### config.mk
export PLATFORM = sky130hd
export DESIGN_NAME = reset_sequencer
export DESIGN_NICKNAME = d
export VERILOG_FILES = /design/src/rtl/reset_seq_pkg.sv /design/src/rtl/reset_sync.sv /design/src/rtl/reset_sequencer.sv
export SDC_FILE = /design/constraint.sdc
export NUM_CORES = 1
export LEC_CHECK = 0
export CORE_MARGIN = 3
export CORE_UTILIZATION = 33
export DETAILED_ROUTE_END_ITERATION = 12
export GPL_ROUTABILITY_DRIVEN = 0
export GPL_TIMING_DRIVEN = 1
export SYNTH_ARGS = -nofsm -noshare
export SYNTH_HDL_FRONTEND = slang
export SYNTH_SLANG_ARGS = --single-unit
export TNS_END_PERCENT = 20
### constraint.sdc
create_clock -name clk -period 3.3 [get_ports clk]
set_clock_uncertainty 0.1 [all_clocks]
set_input_delay 0.66 -clock clk [delete_from_list [all_inputs] [get_ports clk]]
set_output_delay 0.66 -clock clk [all_outputs]
set_load 0.01 [all_outputs]
### src/rtl/reset_seq_pkg.sv
// Shared types and sizing helpers for the reset sequencer and its synchroniser.
package reset_seq_pkg;

  typedef enum logic [1:0] {
    ST_RESET   = 2'd0,
    ST_HOLD    = 2'd1,
    ST_RELEASE = 2'd2,
    ST_RUN     = 2'd3
  } seq_state_e;

  localparam logic CAUSE_HW = 1'b0;
  localparam logic CAUSE_SW = 1'b1;

  // Counter width for a count of n states; never collapses to zero bits.
  function automatic int unsigned cnt_width(input int unsigned n);
    return (n <= 32'd1) ? 32'd1 : $clog2(n);
  endfunction

endpackage

### src/rtl/reset_sync.sv
// Asynchronous-assert, synchronous-release reset chain with an active-low output.
module reset_sync #(
  parameter int unsigned STAGES = 2
) (
  input  logic clk,
  input  logic rst_n,
  output logic rst_n_o,
  output logic rst_n_early_o
);

  logic [STAGES-1:0] chain_d;
  logic [STAGES-1:0] chain_q;

  always_comb begin
    chain_d = {chain_q[STAGES-2:0], 1'b1};
  end

  always_ff @(posedge clk or negedge rst_n) begin
    if (!rst_n) begin
      chain_q <= '0;
    end else begin
      chain_q <= chain_d;
    end
  end

  assign rst_n_o = chain_q[STAGES-1];
  // Penultimate tap: high exactly one edge before rst_n_o rises, so a consumer
  // can change state on the same edge that the synchronised release appears.
  assign rst_n_early_o = chain_q[STAGES-2];

endmodule

### src/rtl/reset_sequencer.sv
// Holds all domains in reset for a minimum time after synchronised release, then
// releases them one by one with a fixed gap; supports a software-requested reset.
module reset_sequencer
  import reset_seq_pkg::*;
#(
  parameter int unsigned SYNC_STAGES = 2,
  parameter int unsigned NUM_DOMAINS = 4,
  parameter int unsigned MIN_HOLD    = 4,
  parameter int unsigned RELEASE_GAP = 3,
  parameter int unsigned CNT_W       = 8
) (
  input  logic                   clk,
  input  logic                   reset,
  input  logic                   sw_rst_req,
  output logic [NUM_DOMAINS-1:0] rst_n_out,
  output logic                   rst_done,
  output logic                   rst_cause,
  output logic [CNT_W-1:0]       soft_rst_cnt,
  output logic [1:0]             seq_state
);

  localparam int unsigned HOLD_W = cnt_width(MIN_HOLD);
  localparam int unsigned GAP_W  = cnt_width(RELEASE_GAP);
  localparam int unsigned DOM_W  = cnt_width(NUM_DOMAINS);

  localparam logic [HOLD_W-1:0] HOLD_LAST = HOLD_W'(MIN_HOLD - 1);
  localparam logic [GAP_W-1:0]  GAP_LAST  = GAP_W'(RELEASE_GAP - 1);
  localparam logic [DOM_W-1:0]  DOM_LAST  = DOM_W'(NUM_DOMAINS - 1);
  localparam logic [CNT_W-1:0]  CNT_MAX   = '1;

  logic sync_n;
  logic sync_early;
  logic sync_go;

  seq_state_e             state_d, state_q;
  logic [HOLD_W-1:0]      hold_d, hold_q;
  logic [GAP_W-1:0]       gap_d, gap_q;
  logic [DOM_W-1:0]       dom_d, dom_q;
  logic [NUM_DOMAINS-1:0] rst_d, rst_q;
  logic                   done_d, done_q;
  logic                   cause_d, cause_q;
  logic [CNT_W-1:0]       cnt_d, cnt_q;

  reset_sync #(
    .STAGES(SYNC_STAGES)
  ) u_sync (
    .clk          (clk),
    .rst_n        (reset),
    .rst_n_o      (sync_n),
    .rst_n_early_o(sync_early)
  );

  assign sync_go = sync_early | sync_n;

  always_comb begin
    state_d = state_q;
    hold_d  = hold_q;
    gap_d   = gap_q;
    dom_d   = dom_q;
    rst_d   = rst_q;
    done_d  = done_q;
    cause_d = cause_q;
    cnt_d   = cnt_q;
    // A software request outranks any release due on the same edge.
    if ((state_q != ST_RESET) && sw_rst_req) begin
      state_d = ST_HOLD;
      hold_d  = '0;
      gap_d   = '0;
      dom_d   = '0;
      rst_d   = '0;
      done_d  = 1'b0;
      cause_d = CAUSE_SW;
      cnt_d   = (cnt_q == CNT_MAX) ? cnt_q : cnt_q + CNT_W'(1);
    end else begin
      case (state_q)
        ST_RESET: begin
          if (sync_go) begin
            state_d = ST_HOLD;
            hold_d  = '0;
          end else begin
            state_d = ST_RESET;
          end
        end
        ST_HOLD: begin
          if (hold_q == HOLD_LAST) begin
            rst_d = NUM_DOMAINS'(1'b1);
            gap_d = '0;
            dom_d = DOM_W'(1);
            if (NUM_DOMAINS == 1) begin
              done_d  = 1'b1;
              state_d = ST_RUN;
            end else begin
              state_d = ST_RELEASE;
            end
          end else begin
            hold_d = hold_q + HOLD_W'(1);
          end
        end
        ST_RELEASE: begin
          if (gap_q == GAP_LAST) begin
            rst_d = NUM_DOMAINS'({rst_q, 1'b1});
            gap_d = '0;
            if (dom_q == DOM_LAST) begin
              dom_d   = '0;
              done_d  = 1'b1;
              state_d = ST_RUN;
            end else begin
              dom_d = dom_q + DOM_W'(1);
            end
          end else begin
            gap_d = gap_q + GAP_W'(1);
          end
        end
        ST_RUN: begin
          state_d = ST_RUN;
        end
        default: begin
          state_d = ST_RESET;
        end
      endcase
    end
  end

  always_ff @(posedge clk or negedge reset) begin
    if (!reset) begin
      state_q <= ST_RESET;
      hold_q  <= '0;
      gap_q   <= '0;
      dom_q   <= '0;
      rst_q   <= '0;
      done_q  <= 1'b0;
      cause_q <= CAUSE_HW;
      cnt_q   <= '0;
    end else begin
      state_q <= state_d;
      hold_q  <= hold_d;
      gap_q   <= gap_d;
      dom_q   <= dom_d;
      rst_q   <= rst_d;
      done_q  <= done_d;
      cause_q <= cause_d;
      cnt_q   <= cnt_d;
    end
  end

  assign rst_n_out    = rst_q;
  assign rst_done     = done_q;
  assign rst_cause    = cause_q;
  assign soft_rst_cnt = cnt_q;
  assign seq_state    = state_q;

endmodule
==> metrics.txt <==
Clk pin slew, worst setup/hold paths=0.09 ns; CP max stage cell=dfrtp_1; gr ovfl total=0; clk root buf=clkbuf_8; Via Count=990; endpoints failing setup=0; Crit Reg-Reg Endpoint=soft_rst_cnt[7]$_DFFE_PN0P_; register area=601 sq um; Max Transition Viols Final=0; sequential element share of the synthesized area=0.481; most frequent cells in the layout=dfrtp_1 (24), clkdlybuf4s50_1 (18), a21oi_1 (10); first-pass GRT wire length=4610 um; fmax=409 MHz; Post-route DRC=0; Ant. Diodes=0; CP Max Fanout=22; CTS-repair resized insts=0; Hold Path End=u_sync.chain_q[1]$_DFF_PN0_; Avg Cell Area, Syn=10.5 sq um; Compound-Gate Fraction of Synth Area=0.210; Hold WS=0.297 ns; Simple-Gate Fraction of Synth Area=0.164; XOR/XNOR Fraction of Synth Area=0.00702; vias per std cell=5.41; Boundary Pins=19; detailed-placement wirelength estimate=1780 um; Yosys reg bits=24; Row Count=21; CP required=2.54 ns; synthesized cell area=1250 sq um; Syn. warnings=0; Final min period=2.44 ns; share of post-route cells with drive strength above 1=0.102; Worst R2R Setup Slack=1.40 ns; most used routing layer=met2; adder-cell share of the synthesized area=0.0301; most common cell after layout, fill and taps aside=dfrtp_1; clock sinks=24; ys async rst share=1.00; post-synthesis mux area share=0.0532; Bufs and invs on worst path=1; number of global-route vias before repair=1002; pwr dens=666 nW/um^2; actual slew at the worst max-slew pin=0.635 ns; number of flops mapped to enable cells by yosys=0; setup bufs post-CTS=0; worst path cell trace=clkdlybuf4s50_1; met3 Use GR=0.0366; final hold vios=0; RSZ-0062 raised after global routing=no; Clk Latency, worst-skew pair=0.27 ns; H-tree lvl count=1; Min-Delay Path Class=flop to flop; syn_nets=125; multi-input combinational cell area=583 sq um; wirelength, routed=2580 um; hold_sp=u_sync.chain_q[0]$_DFF_PN0_; M2 GR Usage=0.202; CP Capture Type=primary output; Starting DRT DRC Count=44; cell count of the worst reg-to-reg path=3; largest family of logic cells by synthesized area=compound AO/OA/AOI/OAI gates; DR WL/cell=14.1 um; Slew headroom=0.577; TritonRoute pass-1 iters=4; chip width=67.5 um; fin nets=144; TritonCTS Buffers=3; Synth cell types=38; Area Growth Syn to Fin=22.4%; Starting Density=0.357; GRT met1 Usage=0.178; core area=3490 sq um; Routed Antenna Nets=0; Bufs on Longest Clock Path=2; initial antenna violation count=0; Setup TNS=0 ns; worst hold stages=0; overall routing resource usage=0.135; worst r2r src=seq_state[1]$_DFFE_PN0P_; status=complete, no violations; Crit Path Class=flop to primary output; pin count of the biggest net entering global routing=25; Cells after Synth=119; Filler cells=350; predominant post-synthesis flop cell=dfrtp_1; Tcrit/Tclk final=0.741; die area=4550 sq um; Die Ht=67.5 um; CTS tree=done; Hold Buf Count CTS=0; LEAKAGE=0.587 nW; crit-path leading delay family=flip-flops; Critical Path AT=1.68 ns; max cap viols=0; CP max stage delay=0.76 ns; nature of the critical path startpoint=flop; port bufs=18; Max IR drop VDD=0.000251 V
cells by family after synthesis:
kind of cell | count (synthesis)
other | 1
flip-flops | 24
multiplexers | 6
adder cells (fa/ha/maj) | 3
buffers and inverters | 12
AND/OR/NAND/NOR | 35
XOR/XNOR | 1
AO/OA/AOI/OAI | 37
report_power, final:
part / switching [mW] / internal [mW] / total [mW]
Combinational: 0.135 / 0.172 / 0.307
Sequential: 0.0995 / 0.354 / 0.454
Clock: 0.0946 / 0.162 / 0.257
registers in the layout, indices dropped and copies added, names as in the netlist:
name	count
soft_rst_cnt	8
rst_cause	1
hold_q	2
gap_q	2
dom_q	2
seq_state	2
u_sync.chain_q	2
rst_n_out	4
rst_done	1
how the worst max path moves through the flow:
stage | cells after the start | slack [ns] | to | from
3_5_place_dp | 4 | 0.63 | soft_rst_cnt[7]$_DFFE_PN0P_ | sw_rst_req
2_1_floorplan | 3 | 1.73 | soft_rst_cnt[6]$_DFFE_PN0P_ | sw_rst_req
4_1_cts | 1 | 0.85 | seq_state[1] | seq_state[1]$_DFFE_PN0P_
3_3_place_gp | 4 | 0.70 | soft_rst_cnt[6]$_DFFE_PN0P_ | sw_rst_req
6_report | 1 | 0.86 | seq_state[1] | seq_state[1]$_DFFE_PN0P_
5_1_grt | 1 | 0.73 | seq_state[1] | seq_state[1]$_DFFE_PN0P_
stage by stage:
step / util / cell area [sq um] / setup slack (ns) / total power, mW / instances
6_report: 0.437 / 1530 / 0.855 / 1.02 / 183
5_1_grt: 0.437 / 1530 / 0.730 / 1.10 / 183
4_1_cts: 0.437 / 1530 / 0.853 / 1.03 / 183
2_1_floorplan: - / 1250 / 1.73 / 0.630 / 119
3_3_place_gp: 0.416 / 1460 / 0.696 / 0.760 / 179
3_5_place_dp: 0.416 / 1460 / 0.634 / 0.771 / 179
cell usage after synthesis (all sizes together), types with 4 or more instances:
cell type	count	area share
inv	7	0.021
o31ai	4	0.024
a21oi	10	0.040
o21ai	4	0.016
o2111ai	4	0.028
nand2	8	0.024
buf	5	0.030
nor3	5	0.020
mux2	5	0.045
nor3b	4	0.032
dfrtp	24	0.48
area by class of cell:
type / instances / share of cell area
clock inverter: 1 / 0.0197
sequential: 24 / 0.393
clock buffer: 3 / 0.0270
inverter: 7 / 0.0172
multi-input combinational: 83 / 0.382
timing repair buffer: 19 / 0.123
tap: 46 / 0.0377
routing by layer:
layer  wire length, um  up-vias
met3                94        4
met4                48        0
met5                 0        -
li1                  -      483
met1              1260      483
met2              1190       20
Note: power is estimated with default switching activity, not from simulation.
